==> src/rtl/seq_pkg.sv <==
// rtl/seq_pkg.sv - shared types, defaults and stage-condition helper for the stage sequencer
package seq_pkg;

  localparam int SEQ_MAX_STAGES  = 16;
  localparam int SEQ_DEF_DW      = 4;
  localparam int SEQ_DEF_NF      = 3;
  localparam int SEQ_DEF_NSTAGE  = 5;
  localparam int SEQ_DEF_TIMEOUT = 16;

  // Helper operands are zero-extended to these widths; zero mask bits make the padding don't-care
  localparam int SEQ_MAX_DW = 32;
  localparam int SEQ_MAX_NF = 32;

  typedef enum logic [1:0] {
    KIND_IDLE,
    KIND_MID,
    KIND_FINAL,
    KIND_BAD
  } seq_kind_t;

  typedef struct packed {
    logic busy;
    logic done;
    logic timeout;
  } seq_status_t;

  function automatic logic stage_match(
    input logic [SEQ_MAX_DW-1:0] d,
    input logic [SEQ_MAX_DW-1:0] cmp,
    input logic [SEQ_MAX_DW-1:0] dmask,
    input logic [SEQ_MAX_NF-1:0] flags,
    input logic [SEQ_MAX_NF-1:0] fmask
  );
    return (((d ^ cmp) & dmask) == '0) && ((flags & fmask) == fmask);
  endfunction

endpackage

==> src/rtl/seq_timeout_cnt.sv <==
// rtl/seq_timeout_cnt.sv - per-stage dwell counter; expire flags the last allowed cycle
module seq_timeout_cnt #(
  parameter int TIMEOUT = 16,
  localparam int CW = $clog2(TIMEOUT)
) (
  input  logic clk,
  input  logic rst,
  input  logic clr,
  input  logic en,
  output logic expire
);

  logic [CW-1:0] r_cnt;

  always_ff @(posedge clk) begin
    if (rst || clr) begin
      r_cnt <= '0;
    end else if (en) begin
      r_cnt <= r_cnt + CW'(1);
    end
  end

  assign expire = (r_cnt == CW'(TIMEOUT - 1));

endmodule

==> src/rtl/seq_stage_fsm.sv <==
// rtl/seq_stage_fsm.sv - programmable NSTAGE Moore sequencer with per-stage timeout
// Optional SEQ_ABORT_EN adds an abort input that returns to idle without a timeout pulse.
module seq_stage_fsm
  import seq_pkg::*;
#(
  parameter int DW      = SEQ_DEF_DW,
  parameter int NF      = SEQ_DEF_NF,
  parameter int NSTAGE  = SEQ_DEF_NSTAGE,
  parameter int TIMEOUT = SEQ_DEF_TIMEOUT,
  localparam int QW     = $clog2(NSTAGE)
) (
  input  logic               clk,
  input  logic               rst,
  input  logic               en,
  input  logic [NF-1:0]      flags,
  input  logic [DW-1:0]      d,
  input  logic [NSTAGE*DW-1:0] stage_cmp,
  input  logic [NSTAGE*DW-1:0] stage_dmask,
  input  logic [NSTAGE*NF-1:0] stage_fmask,
`ifdef SEQ_ABORT_EN
  input  logic               abort,
`endif
  output logic [QW-1:0]      q,
  output logic               busy,
  output logic               done,
  output logic               timeout
);

  logic [QW-1:0] r_q;
  logic          r_timeout;
  seq_kind_t     w_kind;
  logic [DW-1:0] w_cmp;
  logic [DW-1:0] w_dmask;
  logic [NF-1:0] w_fmask;
  logic          w_match;
  logic          w_expire;
  logic          w_cnt_en;
  logic          w_cnt_clr;
  logic          w_abort;
  seq_status_t   w_status;

`ifdef SEQ_ABORT_EN
  assign w_abort = abort;
`else
  assign w_abort = 1'b0;
`endif

  always_comb begin
    if (int'(r_q) >= NSTAGE)           w_kind = KIND_BAD;
    else if (r_q == '0)                w_kind = KIND_IDLE;
    else if (r_q == QW'(NSTAGE - 1))   w_kind = KIND_FINAL;
    else                               w_kind = KIND_MID;
  end

  always_comb begin
    w_cmp   = '0;
    w_dmask = '0;
    w_fmask = '0;
    for (int k = 0; k < NSTAGE; k++) begin
      if (r_q == QW'(k)) begin
        w_cmp   = stage_cmp[k*DW +: DW];
        w_dmask = stage_dmask[k*DW +: DW];
        w_fmask = stage_fmask[k*NF +: NF];
      end
    end
  end

  assign w_match = stage_match(SEQ_MAX_DW'(d), SEQ_MAX_DW'(w_cmp), SEQ_MAX_DW'(w_dmask),
                               SEQ_MAX_NF'(flags), SEQ_MAX_NF'(w_fmask));

  // Clear whenever q is about to change so every stage starts its dwell from zero
  assign w_cnt_clr = w_abort || (w_kind == KIND_BAD) ||
                     (en && ((w_kind == KIND_FINAL) ||
                             ((w_kind == KIND_IDLE) && w_match) ||
                             ((w_kind == KIND_MID) && (w_match || w_expire))));
  assign w_cnt_en  = en && (w_kind == KIND_MID) && !w_match;

  seq_timeout_cnt #(
    .TIMEOUT (TIMEOUT)
  ) u_timeout_cnt (
    .clk    (clk),
    .rst    (rst),
    .clr    (w_cnt_clr),
    .en     (w_cnt_en),
    .expire (w_expire)
  );

  always_ff @(posedge clk) begin
    if (rst || w_abort) begin
      r_q       <= '0;
      r_timeout <= 1'b0;
    end else if (w_kind == KIND_BAD) begin
      r_q       <= '0;
      r_timeout <= 1'b0;
    end else if (!en) begin
      r_timeout <= 1'b0;
    end else begin
      r_timeout <= 1'b0;
      unique case (w_kind)
        KIND_IDLE: if (w_match) r_q <= QW'(1);
        KIND_MID: begin
          if (w_match) begin
            r_q <= r_q + QW'(1);
          end else if (w_expire) begin
            r_q       <= '0;
            r_timeout <= 1'b1;
          end
        end
        default: r_q <= '0;
      endcase
    end
  end

  assign w_status = '{busy: (r_q != '0), done: (r_q == QW'(NSTAGE - 1)), timeout: r_timeout};

  assign q       = r_q;
  assign busy    = w_status.busy;
  assign done    = w_status.done;
  assign timeout = w_status.timeout;

endmodule
==> config.mk <==
export PLATFORM = sky130hd
export DESIGN_NAME = seq_stage_fsm
export DESIGN_NICKNAME = d
export VERILOG_FILES = /design/src/rtl/seq_pkg.sv /design/src/rtl/seq_timeout_cnt.sv /design/src/rtl/seq_stage_fsm.sv
export SDC_FILE = /design/constraint.sdc
export NUM_CORES = 1
export LEC_CHECK = 0
export CAP_MARGIN = 25
export CORE_UTILIZATION = 32
export CTS_BUF_LIST = sky130_fd_sc_hd__clkbuf_8 sky130_fd_sc_hd__clkbuf_16
export CTS_CLUSTER_SIZE = 12
export DETAILED_ROUTE_END_ITERATION = 7
export PLACE_DENSITY = 0.76
export SYNTH_ARGS = -nofsm -noshare
export SYNTH_HDL_FRONTEND = slang
export SYNTH_HIERARCHICAL = 1
export SYNTH_SLANG_ARGS = --single-unit
==> constraint.sdc <==
create_clock -name clk -period 2.5 [get_ports clk]
set_input_delay 0.25 -clock clk [delete_from_list [all_inputs] [get_ports clk]]
set_output_delay 0.25 -clock clk [all_outputs]
set_load 0.05 [all_outputs]
==> impl_metrics.toml, run 1 <==
[status]
run_status = "finished with violations"
violations = "setup timing"

[sta]
hold_violations = 0
max_slew.worst_pin.slew_ns = 0.508
rsz_0062_raised_after_global_routing = "yes"
holdWs_ns = 0.589
fmaxAchievable_ghz = 0.361
maxSlewHeadroom_pct = 66.0
setup_viol = 7
finalCriticalPeriod_ns = 2.77
fin_crit_sh_pct = 111
finalMaxSlewViolations = 0
setup_total_negative_slack_ns = -1.18
finalWorstSetupSlack_ns = -0.267
clock_skew_ns = 0.00248

[critical_path]
cpMostUsedCell = "buf_6"
critPathBufInv = 3
cp-end-kind = "register"
slowest_stage = "dfxtp_4"
timing.rr.start = "q[0]"
crit_fanout = 4
ff2ff_path_depth = 13
crit_path_cell_trace = "inv_6 -> ha_4 -> nor2b_4 -> buf_6 -> a221o_1 -> a221oi_2 -> o32ai_2 -> a311oi_2 -> nand2_1 -> and2_4 -> buf_6 -> a21bo_1 -> a21oi_2"
worst-endpoint-arrival_ns = 2.93
worst-setup-path-type = "register to register"
regToRegSetupSlack_ns = -0.27
critPathRequiredTime_ns = 2.66
worst_setup_path_start_kind = "register"
worst_flop_to_flop_path_endpoint = "u_timeout_cnt/r_cnt[2]"
timing.critical_path.slowest_cell_delay_ns = 0.39
cp_top_family = "compound AO/OA/AOI/OAI gates"

[floorplanning]
ioPinCount = 71
die_height_um = 59.5
die_area_mm2 = 0.00354
floorplan.core_area_mm2 = 0.00310
die-width_um = 59.5
start_util_pct = 34.1
placementRows = 20

[clock_tree]
cts.htree.levels = 1
clock_pin_slew_on_the_worst_setup_and_hold_paths_ns = 0.04
cts_inserted_buffers = 3
clock_root_buffer = "clkbuf_8"
cts_hold_repair.buffers = 0
num_clock_sinks = 8
clock_tree.buffer_depth = 2
cts_tree = "yes"
clk-insertion-delay-late_ns = 0.23

[worst_hold_path]
hold_depth = 2
holdPathEnd = "u_timeout_cnt/r_cnt[1]"
timing.hold.worst.class = "register to register"
holdCritStartpoint = "u_timeout_cnt/r_cnt[1]"

[power_and_ir_drop]
max-vdd-ir-drop_v = 0.000261
power.static_leakage_nw = 0.939
pwr_density_cell_mw_per_mm2 = 348

[synthesis]
synth_top_cells_by_area = "dfxtp_1 (15%), a221oi_1 (7.4%), ha_1 (7.1%)"
synth_fp_nets = 208
proportion_of_synthesized_flip_flops_having_asynchronous_set_or_reset_pct = 0
netlist.area_leader.share_pct = 15.1
yosys_warnings = 6
post_synth.cell_area_avg_um2 = 7.73
synthesis.instances = 137
ys_seq_elements = 8
yosysSeqAreaShare_pct = 15.1
synth.largest_area_cell = "dfxtp_1"
main_flop_type_after_synthesis = "dfxtp_1"
number_of_flops_mapped_to_enable_cells_by_yosys = 0
ys_types = 49
synth_area_mm2 = 0.00106

[drt]
routed-via-count = 1544
detail_route.wl_per_cell_um = 17.4
drt_drc_violations_left = 0
wl_mm = 4.81
dr.first_iter.drc_count = 67
route.antenna.remaining_nets = 0
drt-vias-per-instance = 5.57
drt_pre_antenna_iters = 4

[finish]
finalNetCount = 305
stdcell_area_mm2 = 0.00241
layout_cell_share_with_drive_strength_beyond_1_pct = 33.9
num_antenna_cells = 0
area_overhead_vs_synth_pct = 128
commonest_non_fill_non_tap_cell_in_the_layout = "clkdlybuf4s50_1"
layout.cells.most_common_list = "clkdlybuf4s50_1 (69), buf_4 (20), inv_1 (11), nor2_1 (11)"
postLayoutCoreUtil_pct = 77.7
instances_no_fill = 277

[grt]
first_pass_grt_wire_length_mm = 7.42
antenna_found_initial = 0
groute.usage.overall_pct = 27.9
global_route.overflow_total = 0
grt_max_degree = 16
grt_pass1_vias = 1583

[run]
max-cap-violations = 0

[placement]
dp_hpwl_mm = 3.33
place_area_mm2 = 0.00205
final_weighted_congestion_in_routability_driven_placement = 0.833
dpl.cell_count = 266
port_buffers = 70
==> cell usage after synthesis, drive strengths merged, types with 2 or more instances <==
cell and count:
nand3b 3, mux2i 3, buf 6, or2 2, o311ai 2, inv 13
a21oi 11, ha 6, nor2b 4, nor2 11, nor4 3, a221oi 11
a211oi 2, xor2 2, nor3 5, nand4 2, and3 3, and4 2
o21ai 2, a221o 5, clkbuf 2, nand2 8, dfxtp 8, nand3 3
==> power by group <==
part	internal [mW]	switching [mW]
clock network	0.107	0.0565
registers	0.130	0.00750
logic	0.314	0.224
==> kinds of logic after synthesis <==
kind of cell / Yosys count / share of synthesized area, %
DFF: 8 / 15.1
buffers and inverters: 21 / 8.75
adders and majority gates: 6 / 7.09
AOI/OAI and AO/OA: 45 / 35.8
xor gates and xnor gates: 3 / 2.48
muxes: 4 / 4.26
and+or+nand+nor: 50 / 26.5
==> worst max path at each step <==
| stage | startpoint | end | slack, ns | depth (start not counted) |
|---|---|---|---|---|
| floorplan | q[0] | u_timeout_cnt/r_cnt[3] | -0.19 | 12 |
| global placement | q[1] | u_timeout_cnt/r_cnt[3] | -0.22 | 11 |
| detailed placement | q[0] | u_timeout_cnt/r_cnt[2] | -0.33 | 12 |
| CTS | q[1] | u_timeout_cnt/r_cnt[3] | -0.11 | 13 |
| global route | q[0] | u_timeout_cnt/r_cnt[2] | -0.35 | 16 |
| finish | q[0] | u_timeout_cnt/r_cnt[2] | -0.27 | 13 |
==> flip-flops by register name, indices dropped and copies added, names as in the netlist <==
name	cells
q	3
timeout	1
u_timeout_cnt/r_cnt	4
==> metal layers <==
layer	global-route usage, %	up-vias	wire length (um)
met5	0	-	0
li1	-	725	-
met1	31.0	741	1920
met3	5.46	14	291
met2	53.1	64	2490
met4	7.97	0	110
==> stage by stage <==
stage,power [mW],setup WS (ns)
floorplan,0.348,-0.189
global placement,0.515,-0.215
detailed placement,0.523,-0.332
CTS,0.817,-0.111
global route,0.878,-0.352
finish,0.839,-0.267
==> worst register-to-register path, stage by stage (launching register included) <==
cell and delay, ns:
dfxtp_4 0.39, inv_6 0.05, ha_4 0.15, nor2b_4 0.13, buf_6 0.13, a221o_1 0.30
a221oi_2 0.26, o32ai_2 0.13, a311oi_2 0.35, nand2_1 0.18, and2_4 0.20, buf_6 0.13
a21bo_1 0.17, a21oi_2 0.13
==> area by class of cell <==
cell class	instances	area [um^2]
multi-input combinational	108	1090
timing repair buffer	100	991
fill	209	693
sequential	8	171
inverter	13	56.3
tap	44	55.1
clock buffer	3	41.3
clock inverter	1	3.75
==> what timing repair did <==
item,4_1_cts,5_1_grt
setup endpoints to repair,7,8
gates cloned,0,0
setup buffers,11,2
gates resized for setup,37,8
pin swaps,23,7
Note: power is estimated with default switching activity, not from simulation.
==> inputs of run 2 (changes only) <==
--- a/config.mk
+++ b/config.mk
@@ -10,7 +10,9 @@
 export CTS_BUF_LIST = sky130_fd_sc_hd__clkbuf_8 sky130_fd_sc_hd__clkbuf_16
 export CTS_CLUSTER_SIZE = 12
 export DETAILED_ROUTE_END_ITERATION = 7
+export GPL_ROUTABILITY_DRIVEN = 0
 export PLACE_DENSITY = 0.76
+export SKIP_LAST_GASP = 1
 export SYNTH_ARGS = -nofsm -noshare
 export SYNTH_HDL_FRONTEND = slang
 export SYNTH_HIERARCHICAL = 1
==> results of run 2 <==
The final DEF is identical to that of run 1; final timing and power are the same.
